==> src/rtl/ps2_rx.sv <==
// PS/2 device-to-host receiver: synchronizes and deglitches the keyboard
// clock, then shifts in 11-bit frames with parity, stop and timeout checks.
module ps2_rx #(
  parameter int unsigned FILT    = 8,
  parameter int unsigned TIMEOUT = 50000
) (
  input  logic       CK,
  input  logic       RS,
  input  logic       PS2_CLK,
  input  logic       PS2_DAT,
  output logic [7:0] DATA,
  output logic       VALID,
  output logic       PERR,
  output logic       FERR
);

  localparam int unsigned FW = $clog2(FILT + 1);
  localparam int unsigned TW = $clog2(TIMEOUT + 1);

  typedef enum logic [1:0] {
    S_IDLE,
    S_DATA,
    S_PARITY,
    S_STOP
  } state_t;

  logic          ck_s1_q, ck_s2_q;
  logic          dt_s1_q, dt_s2_q;
  logic          fclk_q, fclk_d;
  logic          fclk_d1_q;
  logic [FW-1:0] fcnt_q, fcnt_d;
  logic          strobe;

  state_t        state_q, state_d;
  logic [2:0]    bcnt_q, bcnt_d;
  logic [7:0]    shift_q, shift_d;
  logic          par_q, par_d;
  logic [TW-1:0] tmo_q, tmo_d;
  logic [7:0]    data_q, data_d;
  logic          valid_q, valid_d;
  logic          perr_q, perr_d;
  logic          ferr_q, ferr_d;
  logic          expired;

  // Bus idles high, so synchronizers reset to 1.
  always_ff @(posedge CK or posedge RS) begin
    if (RS) begin
      ck_s1_q <= 1'b1;
      ck_s2_q <= 1'b1;
      dt_s1_q <= 1'b1;
      dt_s2_q <= 1'b1;
    end else begin
      ck_s1_q <= PS2_CLK;
      ck_s2_q <= ck_s1_q;
      dt_s1_q <= PS2_DAT;
      dt_s2_q <= dt_s1_q;
    end
  end

  always_comb begin
    fclk_d = fclk_q;
    fcnt_d = '0;
    if (ck_s2_q != fclk_q) begin
      if (fcnt_q == FW'(FILT - 1)) begin
        fclk_d = ck_s2_q;
      end else begin
        fcnt_d = fcnt_q + 1'b1;
      end
    end
  end

  always_ff @(posedge CK or posedge RS) begin
    if (RS) begin
      fclk_q    <= 1'b1;
      fclk_d1_q <= 1'b1;
      fcnt_q    <= '0;
    end else begin
      fclk_q    <= fclk_d;
      fclk_d1_q <= fclk_q;
      fcnt_q    <= fcnt_d;
    end
  end

  assign strobe  = fclk_d1_q & ~fclk_q;
  assign expired = (state_q != S_IDLE) && (tmo_q == TW'(TIMEOUT));

  always_comb begin
    state_d = state_q;
    bcnt_d  = bcnt_q;
    shift_d = shift_q;
    par_d   = par_q;
    data_d  = data_q;
    valid_d = 1'b0;
    perr_d  = 1'b0;
    ferr_d  = 1'b0;
    tmo_d   = tmo_q + 1'b1;
    if (state_q == S_IDLE || strobe) begin
      tmo_d = '0;
    end
    // A strobe coinciding with expiry wins.
    if (strobe) begin
      unique case (state_q)
        S_IDLE: begin
          if (!dt_s2_q) begin
            state_d = S_DATA;
            bcnt_d  = 3'd0;
          end
        end
        S_DATA: begin
          shift_d = {dt_s2_q, shift_q[7:1]};
          bcnt_d  = bcnt_q + 3'd1;
          if (bcnt_q == 3'd7) begin
            state_d = S_PARITY;
          end
        end
        S_PARITY: begin
          par_d   = dt_s2_q;
          state_d = S_STOP;
        end
        S_STOP: begin
          state_d = S_IDLE;
          if (!dt_s2_q) begin
            ferr_d = 1'b1;
          end else if (^{shift_q, par_q}) begin
            data_d  = shift_q;
            valid_d = 1'b1;
          end else begin
            perr_d = 1'b1;
          end
        end
        default: state_d = S_IDLE;
      endcase
    end else if (expired) begin
      state_d = S_IDLE;
      shift_d = '0;
      ferr_d  = 1'b1;
      tmo_d   = '0;
    end
  end

  always_ff @(posedge CK or posedge RS) begin
    if (RS) begin
      state_q <= S_IDLE;
      bcnt_q  <= '0;
      shift_q <= '0;
      par_q   <= 1'b0;
      tmo_q   <= '0;
      data_q  <= '0;
      valid_q <= 1'b0;
      perr_q  <= 1'b0;
      ferr_q  <= 1'b0;
    end else begin
      state_q <= state_d;
      bcnt_q  <= bcnt_d;
      shift_q <= shift_d;
      par_q   <= par_d;
      tmo_q   <= tmo_d;
      data_q  <= data_d;
      valid_q <= valid_d;
      perr_q  <= perr_d;
      ferr_q  <= ferr_d;
    end
  end

  assign DATA  = data_q;
  assign VALID = valid_q;
  assign PERR  = perr_q;
  assign FERR  = ferr_q;

endmodule

==> config.mk <==
export PLATFORM = sky130hd
export DESIGN_NAME = ps2_rx
export DESIGN_NICKNAME = d
export VERILOG_FILES = /design/src/rtl/ps2_rx.sv
export SDC_FILE = /design/constraint.sdc
export NUM_CORES = 1
export LEC_CHECK = 0
export CAP_MARGIN = 20
export CORE_ASPECT_RATIO = 0.75
export CORE_UTILIZATION = 55
export DETAILED_ROUTE_END_ITERATION = 10
export GPL_TIMING_DRIVEN = 0
export PLACE_DENSITY_LB_ADDON = 0.25
export SETUP_SLACK_MARGIN = 0.5
export SLEW_MARGIN = 20
export SYNTH_ARGS = -nofsm -noshare
export SYNTH_HDL_FRONTEND = slang
export SYNTH_SLANG_ARGS = --single-unit
==> constraint.sdc <==
create_clock -name CK -period 2.8 [get_ports CK]
set_clock_uncertainty 0.2 [all_clocks]
set_input_delay 0.56 -clock CK [delete_from_list [all_inputs] [get_ports CK]]
set_output_delay 0.56 -clock CK [all_outputs]
set_load 0.01 [all_outputs]
==> metrics <==
status=complete, no violations; worst rel slew slack=a little over two thirds; Crit-path slowest cell=dfrtp_1; largest net degree at the start of global routing=33; DIE HEIGHT=58.49 um; worst path required time=~2800 ps; global-route wire length before repair=between 6 and 7 mm; clk slew on worst S/H paths=approximately 90 ps; grt total ovfl=0; max-cap violations=0; htree depth=2; RSZ-0062 raised after global routing=false; Synth warnings=0; CTS Sinks=just over 50; Hold Path Stages=0; Critical Path AT=approximately 2200 ps; Distinct cells, synth=30; Mapped Nets=231; Power per Cell Area=between 500 and 600 nW/um^2; # nets final=roughly 260; area delta synth->final=15.61%; vias per cell=roughly 5; share of layout cells above drive strength 1=about 14%; CTS tree=yes; Seq/Total Area, Yosys=between 50% and 60%; maximum clock rate=459.2 MHz; Post-Route Utilization=66.73%; IO Pins=15; Worst R2R Path Depth=6; CTS Buf Count=5; leading cell types in the layout, fill and taps excluded=dfrtp_1 (45), nand2_1 (28), nor2_1 (23); die area=between 4000 and 5000 um^2; total leakage power=about 1.1 nW; cell count after synthesis=218; worst-path fanout max=8; fin. max-slew vios=0; crit path from=shift_q[6]; initial drt markers=75; Cell Area, Synth=2340 um^2; vias in the first global route=about 1400; wirelength, routed=roughly 3.8 mm; Worst VDD drop=0.3520 mV; WS Path Type=reg -> reg; Tcrit/Tclk final=between 70% and 80%; Worst Hold Class=reg -> reg; Least-Margin Pin Slew=approximately 450 ps; worst path cell trace=xnor2_1 -> xnor2_1 -> xnor2_2 -> mux2i_4 -> buf_12 -> mux2_2; startpoint types=flop; syn_area_per_cell=10.73 um^2; GPL Wtd Cong=approximately 0.80; post-synthesis register bit count=51; clk buf depth=2; global-route usage over all layers=20.01%; final number of setup-violating endpoints=0; Synth async-reset ratio=100.0%; total power=approximately 1.5 mW; DR DRC count=0; CTS Hold Buffers Added=0; Rows=20; most frequent CP cell=xnor2_1; filler instances=322; main flop type after synthesis=dfrtp_1; drt wl/cell=between 10 and 15 um; via count=approximately 1500; Worst-Skew Late Latency=about 300 ps; Post-synth EDFFs=0; placed wire-length estimate=2.646 mm; commonest non-fill, non-tap cell in the layout=dfrtp_1; Die Wd=around 77 um; critical path capture point type=flop; minimum clock period=around 2200 ps; Final ANT Viol Nets=0; initial antenna violation count=0; CORE AREA=between 4000 and 5000 um^2; cell at the root of the clock tree=clkbuf_8; Critical Path Max Stage Delay=roughly 430 ps; launching point of the worst reg2reg path=shift_q[6]; # diodes=0; starting density of the core=between 50% and 60%; final hold vios=0; Port-buffer cells=14; Hold Crit Start=dt_s1_q; first-pass detailed-route iteration total=4
-- timing repair --
action | 4_1_cts | 5_1_grt
pin swaps | 0 | 1
endpoints found under the hold margin | 0 | 0
gates resized for setup | 0 | 5
buffers inserted | 1 | 2
setup endpoints to repair | 6 | 27
-- critical path, delay by kind of cell, from the launching register on --
| family | cells | cell delay (ps) |
|---|---|---|
| muxes | 2 | 630 |
| DFF | 1 | 430 |
| buffers and inverters | 1 | 150 |
| xor gates and xnor gates | 3 | 670 |
-- final timing paths --
path                                   to  slack, ps
worst min register to register    dt_s2_q        160
min in group asynchronous       fcnt_q[0]        370
worst max register to register    DATA[2]        620
worst max-delay path              DATA[2]        620
worst min-delay path              dt_s2_q        160
max in group asynchronous         dt_s1_q       1450
-- sequential cells by signal, summed over array words and instances, names as in the netlist, 2 cells and up --
register / count
bcnt_q: 3
DATA: 8
fcnt_q: 4
shift_q: 8
state_q: 2
tmo_q: 16
-- synth_stat cells (all sizes together) (2+ instances only) --
| master | n | area share [%] |
|---|---|---|
| a22o | 2 | 0.75 |
| and3 | 3 | 0.80 |
| and4 | 2 | 0.75 |
| clkbuf | 6 | 0.96 |
| dfrtp | 45 | 48 |
| dfstp | 6 | 6.7 |
| ha | 9 | 4.8 |
| inv | 6 | 0.96 |
| mux2 | 9 | 4.3 |
| nand2 | 28 | 4.5 |
| nand2b | 3 | 0.80 |
| nand3 | 13 | 2.8 |
| nand4 | 4 | 1.1 |
| nor2 | 23 | 3.7 |
| nor2b | 4 | 1.1 |
| nor3 | 5 | 1.1 |
| nor4b | 2 | 0.75 |
| o21ai | 13 | 2.8 |
| o22ai | 3 | 0.80 |
| xnor2 | 16 | 6.3 |
| xor2 | 8 | 3.0 |
-- metal layers --
metal	vias up	GRT usage [%]	wire [um]	part of all wire [%]
li1	782	-	-	-
met4	0	6.469	50	1.3
met3	4	5.581	161	4.2
met5	-	0	0	0
met2	31	28.82	1570	41
met1	713	29.55	2006	53
-- where the power goes --
group          leakage, nW  switching [mW]  internal, mW  total (mW)
Clock               0.0474           0.233         0.202       0.435
Sequential           0.689          0.0366         0.792       0.828
Combinational        0.409           0.144        0.0806       0.225
Total                 1.15           0.414          1.07        1.49
-- logic make-up (layout without fill, tap and decap cells) --
logic type,after synthesis,in the layout,synth area share (%)
AOI/OAI and AO/OA,22,22,5.562
xor gates and xnor gates,24,24,9.305
adders and majority gates,9,9,4.813
buffers and inverters,13,39,2.246
DFF,51,51,54.87
muxes,10,10,5.294
and+or+nand+nor,89,89,17.91
-- area by class of cell --
type | instances | area [um^2] | area share (%)
timing repair buffer | 18 | 195.2 | 7.216
clock inverter | 2 | 16.27 | 0.6013
buffer | 7 | 32.53 | 1.203
clock buffer | 6 | 82.58 | 3.053
tap | 55 | 68.82 | 2.544
inverter | 6 | 22.52 | 0.8326
multi-input combinational | 154 | 1003 | 37.10
sequential | 51 | 1284 | 47.46
-- per-stage QoR --
step / TNS, ps / worst slack [ps] / area [um^2] / hold WS, ps / std cells
3_3_place_gp: -5329 / -120.4 / 2549 / 145.4 / 287
5_1_grt: 0 / 517.2 / 2705 / 166.6 / 299
4_1_cts: 0 / 538.5 / 2688 / 158.9 / 297
3_5_place_dp: 0 / 506.3 / 2569 / 147.0 / 288
2_1_floorplan: 0 / 744.0 / 2340 / 145.2 / 218
6_report: 0 / 622.2 / 2705 / 155.6 / 299
Power figures use the tool's default switching activity.
